===== config.mk =====
export PLATFORM = sky130hd
export DESIGN_NAME = mod_sample_sched
export DESIGN_NICKNAME = d
export VERILOG_FILES = /design/src/rtl/mod_sample_sched_pkg.sv /design/src/rtl/mss_tick_div.sv /design/src/rtl/mod_sample_sched.sv
export SDC_FILE = /design/constraint.sdc
export NUM_CORES = 1
export LEC_CHECK = 0
export ABC_AREA = 1
export CORE_MARGIN = 3
export CORE_UTILIZATION = 57
export CTS_CLUSTER_SIZE = 8
export DETAILED_ROUTE_END_ITERATION = 7
export GPL_TIMING_DRIVEN = 0
export HOLD_SLACK_MARGIN = 0.03
export PLACE_DENSITY = 0.85
export RECOVER_POWER = 50
export SYNTH_ARGS = -nofsm -noshare
export SYNTH_HDL_FRONTEND = slang
export SYNTH_HIERARCHICAL = 1
export SYNTH_SLANG_ARGS = --single-unit

===== constraint.sdc =====
create_clock -name clk -period 3.05 [get_ports clk]
set_clock_uncertainty 0.05 [all_clocks]
set_input_delay 0.305 -clock clk [delete_from_list [all_inputs] [get_ports clk]]
set_output_delay 0.305 -clock clk [all_outputs]
set_load 0.005 [all_outputs]

===== src/rtl/mod_sample_sched_pkg.sv =====
// rtl/mod_sample_sched_pkg.sv - shared mode/state encodings for the sample scheduler
package mod_sample_sched_pkg;

  typedef enum logic [1:0] {
    MODE_ASK  = 2'd0,
    MODE_FSK  = 2'd1,
    MODE_PSK  = 2'd2,
    MODE_DPSK = 2'd3
  } mode_t;

  typedef enum logic [1:0] {
    ST_IDLE  = 2'd0,
    ST_BLANK = 2'd1,
    ST_RUN   = 2'd2
  } state_t;

  localparam logic [9:0] MIDSCALE_CODE = 10'd512;

  // Only called when some key is down, so DPSK is implied when the others are low.
  function automatic mode_t key_priority(input logic ask, input logic fsk, input logic psk);
    if (ask) return MODE_ASK;
    if (fsk) return MODE_FSK;
    if (psk) return MODE_PSK;
    return MODE_DPSK;
  endfunction

endpackage


===== src/rtl/mss_tick_div.sv =====
// rtl/mss_tick_div.sv - free-running divider producing a one-cycle sample tick
module mss_tick_div #(
  parameter int DIV = 1000
) (
  input  logic clk,
  input  logic reset_n,
  output logic tick
);

  localparam int W = $clog2(DIV);

  logic [W-1:0] count;

  assign tick = (count == W'(DIV - 1));

  always_ff @(posedge clk or negedge reset_n) begin
    if (!reset_n) begin
      count <= '0;
    end else if (tick) begin
      count <= '0;
    end else begin
      count <= count + 1'b1;
    end
  end

endmodule


===== src/rtl/mod_sample_sched.sv =====
// rtl/mod_sample_sched.sv - mode selection, midscale blanking and paced DAC hand-off
module mod_sample_sched
  import mod_sample_sched_pkg::*;
#(
  parameter int         SAMPLE_DIV    = 1000,
  parameter int         DWELL_TICKS   = 5000,
  parameter int         BLANK_SAMPLES = 4,
  parameter logic [9:0] MIDSCALE      = MIDSCALE_CODE
) (
  input  logic       clk,
  input  logic       reset_n,
  input  logic       set_ask,
  input  logic       set_fsk,
  input  logic       set_psk,
  input  logic       set_dpsk,
  input  logic       auto_en,
  input  logic [9:0] ask_in,
  input  logic [9:0] fsk_in,
  input  logic [9:0] psk_in,
  input  logic [9:0] dpsk_in,
  input  logic       dac_ready,
  output logic       dac_load,
  output logic [9:0] dac_data,
  output logic [1:0] mode,
  output logic       mode_active,
  output logic [7:0] overrun_cnt
);

  localparam int DW = $clog2(DWELL_TICKS + 1);
  localparam int BW = $clog2(BLANK_SAMPLES + 1);

  logic          tick;
  state_t        state;
  mode_t         cur_mode, req_mode, key_sel, eff_req;
  logic          req_valid, key_hit, have_req, run_next, dwell_done;
  logic [DW-1:0] dwell;
  logic [BW-1:0] blank_cnt;
  logic [9:0]    sample_word, tick_word, pend_word, held_word;
  logic          pending;

  mss_tick_div #(.DIV(SAMPLE_DIV)) u_tick_div (
    .clk     (clk),
    .reset_n (reset_n),
    .tick    (tick)
  );

  assign key_hit    = set_ask | set_fsk | set_psk | set_dpsk;
  assign key_sel    = key_priority(set_ask, set_fsk, set_psk);
  assign have_req   = key_hit | req_valid;
  assign eff_req    = key_hit ? key_sel : req_mode;
  assign dwell_done = auto_en && (dwell == DW'(DWELL_TICKS));

  // The word emitted at a tick follows the state being entered: samples only in RUN.
  assign run_next = have_req ? (state == ST_RUN && eff_req == cur_mode)
                             : ((state == ST_BLANK && blank_cnt == '0) ||
                                (state == ST_RUN && !dwell_done));

  always_comb begin
    sample_word = ask_in;
    case (cur_mode)
      MODE_ASK:  sample_word = ask_in;
      MODE_FSK:  sample_word = fsk_in;
      MODE_PSK:  sample_word = psk_in;
      MODE_DPSK: sample_word = dpsk_in;
      default:   sample_word = ask_in;
    endcase
  end

  assign tick_word = run_next ? sample_word : MIDSCALE;

  always_ff @(posedge clk or negedge reset_n) begin
    if (!reset_n) begin
      state       <= ST_IDLE;
      cur_mode    <= MODE_ASK;
      mode_active <= 1'b0;
      blank_cnt   <= '0;
      dwell       <= '0;
      req_valid   <= 1'b0;
      req_mode    <= MODE_ASK;
    end else begin
      if (!auto_en) dwell <= '0;
      if (tick) begin
        req_valid <= 1'b0;
        if (have_req && !(state == ST_RUN && eff_req == cur_mode)) begin
          cur_mode    <= eff_req;
          mode_active <= 1'b1;
          state       <= ST_BLANK;
          blank_cnt   <= BW'(BLANK_SAMPLES - 1);
          dwell       <= '0;
        end else if (have_req) begin
          dwell <= DW'(auto_en);
        end else begin
          case (state)
            ST_IDLE: if (auto_en) begin
              cur_mode    <= MODE_ASK;
              mode_active <= 1'b1;
              state       <= ST_BLANK;
              blank_cnt   <= BW'(BLANK_SAMPLES - 1);
              dwell       <= '0;
            end
            ST_BLANK: if (blank_cnt == '0) begin
              state <= ST_RUN;
              dwell <= DW'(auto_en);
            end else begin
              blank_cnt <= blank_cnt - 1'b1;
            end
            ST_RUN: if (dwell_done) begin
              cur_mode  <= mode_t'(cur_mode + 2'd1);
              state     <= ST_BLANK;
              blank_cnt <= BW'(BLANK_SAMPLES - 1);
              dwell     <= '0;
            end else if (auto_en) begin
              dwell <= dwell + 1'b1;
            end
            default: state <= ST_IDLE;
          endcase
        end
      end else if (key_hit) begin
        req_valid <= 1'b1;
        req_mode  <= key_sel;
      end
    end
  end

  // A tick owns the cycle it lands in, which keeps loads at least one cycle apart.
  assign dac_load = pending && dac_ready && !tick;
  assign dac_data = dac_load ? pend_word : held_word;
  assign mode     = cur_mode;

  always_ff @(posedge clk or negedge reset_n) begin
    if (!reset_n) begin
      pending     <= 1'b0;
      pend_word   <= MIDSCALE;
      held_word   <= MIDSCALE;
      overrun_cnt <= '0;
    end else if (tick) begin
      pending   <= 1'b1;
      pend_word <= tick_word;
      if (pending && overrun_cnt != 8'hFF) overrun_cnt <= overrun_cnt + 1'b1;
    end else if (dac_load) begin
      pending   <= 1'b0;
      held_word <= pend_word;
    end
  end

endmodule


==> flow_metrics.env <==
export IMPL_status="complete, but fails checks"
export IMPL_failing_checks="capacitance limit, slew limit"
export IMPL_detailedPlacementHpwl_mm=7.25
export IMPL_crit_type="flop to output port"
export IMPL_cp_required_ps=2690
export IMPL_final_setup_viol_count=0
export IMPL_resized_gates_after_cts=4
export IMPL_post_synth_edffs=0
export IMPL_netlist_instances=504
export IMPL_synth_common_cells="sky130_fd_sc_hd__nand2_1, sky130_fd_sc_hd__dfrtp_1, sky130_fd_sc_hd__inv_1"
export IMPL_switching_power_uw=347
export IMPL_wl_per_cell_um=14.6
export IMPL_area_sequential_mm2=0.00158
export IMPL_slew_headroom_pct=-24.1
export IMPL_netlist_area_mm2=0.00395
export IMPL_yosys_area_share_xor_xnor_pct=3.55
export IMPL_area_fraction_in_compound_gates_after_synthesis_pct=14.1
export IMPL_worst_hold_path_type="flop to flop"
export IMPL_preCtsSetupSlack_ps=-109
export IMPL_critPathMaxStageDelay_ps=540
export IMPL_antenna_found_initial=0
export IMPL_area_of_combinational_cells_with_multiple_inputs_mm2=0.00211
export IMPL_final_max_slew_violation_count=36
export IMPL_via_per_inst=5.47
export IMPL_clockPowerShare_pct=40.5
export IMPL_critPathSlowestCell="sky130_fd_sc_hd__clkdlybuf4s50_1"
export IMPL_wire_length_of_the_first_global_routing_pass_mm=15.7
export IMPL_global_route_usage_total_pct=24.9
export IMPL_synth_top_cell_by_area="sky130_fd_sc_hd__dfrtp_1"
export IMPL_fillerInstances=470
export IMPL_cts_path_max_buffers=2
export IMPL_final_period_utilization_pct=95.1
export IMPL_ys_async_sr_fraction_pct=100
export IMPL_antenna_diode_count=0
export IMPL_die_h_um=89.2
export IMPL_worstPathArrival_ps=2540
export IMPL_initial_core_util_pct=60.5
export IMPL_synth_top_family_by_area="simple AND/OR/NAND/NOR gates"
export IMPL_synth_fa_ha_area_share_pct=4.43
export IMPL_comb_power_share_pct=6.8
export IMPL_num_vias=3627
export IMPL_timing_setup_tns_ps=0
export IMPL_layout_cell_share_with_drive_strength_beyond_1_pct=12.3
export IMPL_timing_max_cap_violations=1
export IMPL_unrepaired_setup_endpoints_after_global_routing="no"
export IMPL_final_setup_worst_slack_ps=150
export IMPL_placed_area_mm2=0.00475
export IMPL_grt_pass1_vias=3562
export IMPL_yosys_area_top_type_share_pct=38.6
export IMPL_wirelength_mm=9.66
export IMPL_area_growth_syn_to_layout_pct=24.4
export IMPL_synthesis_nets=566
export IMPL_cts_hold_repair_buffers=0
export IMPL_static_leakage_power_nw=2.25
export IMPL_floorplan_rows=29
export IMPL_clock_tree_root_cell="sky130_fd_sc_hd__clkbuf_8"
export IMPL_power_density_cell_area_mw_per_mm2=325
export IMPL_finalHoldWorstSlack_ps=425
export IMPL_timing_critical_path_cells="ha_1 > nand2_1 > inv_1 > nand3_2 > inv_4 > inv_1 > nand3_1 > inv_1 > clkbuf_4 > nand2_1 > nand2_1 > clkdlybuf4s50_1"
export IMPL_cts_sinks=63
export IMPL_count_of_nets_left_with_antenna_violations_after_detail_routing=0
export IMPL_max_freq_mhz=345
export IMPL_path_clk_slew_ps=60
export IMPL_layout_core_utilization_pct=75.2
export IMPL_design_final_nets=646
export IMPL_post_route_drc_count=0
export IMPL_routabilityCongestion=0.883
export IMPL_power_report_internal_total_mw=1.25
export IMPL_synth_area_leaders="sky130_fd_sc_hd__dfrtp_1, sky130_fd_sc_hd__nand2_1, sky130_fd_sc_hd__nand3_1, sky130_fd_sc_hd__ha_1, sky130_fd_sc_hd__inv_1"
export IMPL_die_w_um=89.2
export IMPL_final_hold_violation_count=0
export IMPL_switching_share_pct=21.7
export IMPL_synth_most_common_cell="sky130_fd_sc_hd__nand2_1"
export IMPL_grt_overflow_total=0
export IMPL_vdd_drop_max_uv=299
export IMPL_synth_cell_type_count=47
export IMPL_core_mm2=0.00653
export IMPL_numCtsBuffers=9
export IMPL_cts_htree_levels=3
export IMPL_design_die_area_mm2=0.00796
export IMPL_synth_yosys_seq_area_share_pct=40.0
export IMPL_port_buffer_count=69
export IMPL_critPathMaxFanout=11
export IMPL_crit_path_end_kind="output port"
export IMPL_post_synth_mux_area_share_pct=0.855
export IMPL_clk_insertion_delay_late_ps=330
export IMPL_grt_max_degree=36
export IMPL_synth_simple_gate_area_share_pct=30.5
export IMPL_syn_mean_instance_area_um2=7.84
export IMPL_fin_crit_ps=2900
export IMPL_pre_repair_dr_iteration_count=4
export IMPL_design_area_mm2=0.00491
export IMPL_detail_route_iter0_violations=198
export IMPL_ffs_latches_synth=63
export IMPL_num_io_pins=70
export IMPL_ys_warn_count=6
export IMPL_synthFlopType="sky130_fd_sc_hd__dfrtp_1"
export IMPL_start_kind="flop"
export IMPL_postCtsSetupRepairBufs=0
export IMPL_clock_tree_from_tritoncts="done"
export IMPL_sequentialPowerShare_pct=52.7
export IMPL_slew_at_the_pin_closest_to_its_max_slew_limit_ps=1860
## layout by cell type, fill, tap and decap left out, types with 9 or more instances in the layout
cell type                         netlist  layout
sky130_fd_sc_hd__nand2_1              145     145
sky130_fd_sc_hd__clkdlybuf4s50_1        0      68
sky130_fd_sc_hd__dfrtp_1               61      61
sky130_fd_sc_hd__inv_1                 45      44
sky130_fd_sc_hd__nor2_1                39      40
sky130_fd_sc_hd__nand3_1               37      36
sky130_fd_sc_hd__o21ai_0               21      21
sky130_fd_sc_hd__ha_1                  14      14
sky130_fd_sc_hd__a21oi_1               13      13
sky130_fd_sc_hd__xor2_1                12      12
sky130_fd_sc_hd__clkbuf_8               0      12
sky130_fd_sc_hd__nand2_2               10      10
sky130_fd_sc_hd__a31oi_1               10      10
sky130_fd_sc_hd__a22o_1                 9       9
## layout make-up
class / count / area share, %
Multi-Input combinational cell: 377 / 43.0
Sequential cell: 63 / 32.1
Timing Repair Buffer: 70 / 14.0
Inverter: 49 / 3.84
Clock buffer: 12 / 3.36
Tap cell: 77 / 1.96
Buffer: 14 / 1.55
Clock inverter: 1 / 0.102
## registers in the layout, indices dropped and copies added (netlist names)
name	flops
blank_cnt	3
pend_word	10
overrun_cnt	8
mode_active	1
state	2
req_mode	2
pending	1
req_valid	1
mode	2
u_tick_div/count	10
held_word	10
dwell	13
## through the flow
step	instances	power, mW
6_report	663	1.60
5_1_grt	663	1.65
4_1_cts	663	1.61
3_5_place_dp	651	0.968
3_3_place_gp	650	0.965
2_1_floorplan	504	0.879
## worst paths after layout
kind	from	end	slack [ps]	cells after the start
max reg2reg	u_tick_div/count[0]$_DFF_PN0_	dwell[4]$_DFF_PN0_	870	8
min in group asynchronous	reset_n	u_tick_div/count[2]$_DFF_PN0_	430	1
max	u_tick_div/count[0]$_DFF_PN0_	dac_data[2]	150	12
min reg2reg	blank_cnt[1]$_DFFE_PN0P_	blank_cnt[1]$_DFFE_PN0P_	420	2
max in group asynchronous	reset_n	overrun_cnt[4]$_DFFE_PN0P_	970	2
min	blank_cnt[1]$_DFFE_PN0P_	blank_cnt[1]$_DFFE_PN0P_	420	2
## per-layer routing
| layer | track usage (%) | wire (um) |
|---|---|---|
| met5 | 0 | 0 |
| met4 | 9.61 | 177 |
| met3 | 3.69 | 279 |
| met2 | 43.1 | 5100 |
| met1 | 31.5 | 4110 |
## power by group through the flow
stage / Clock, mW / Combinational, mW / Sequential, mW
after global routing: 0.692 / 0.119 / 0.842
after CTS: 0.654 / 0.112 / 0.842
after floorplan: 0 / 0.0214 / 0.857
after detailed placement: 0 / 0.111 / 0.857
after global placement: 0 / 0.107 / 0.857
final: 0.647 / 0.108 / 0.842
## cells by family after synthesis
| logic type | Yosys count |
|---|---|
| fa+ha+maj | 14 |
| flops | 63 |
| xor+xnor | 16 |
| simple gates | 262 |
| buf+inv | 64 |
| mux | 2 |
| compound gates | 83 |
## critical path, delay by kind of cell, from the launching register on
kind | cells | cell delay, ps
adders and majority gates | 1 | 230
buffers and inverters | 6 | 1090
DFF | 1 | 400
and+or+nand+nor | 5 | 500
Note: power is estimated with default switching activity, not from simulation.
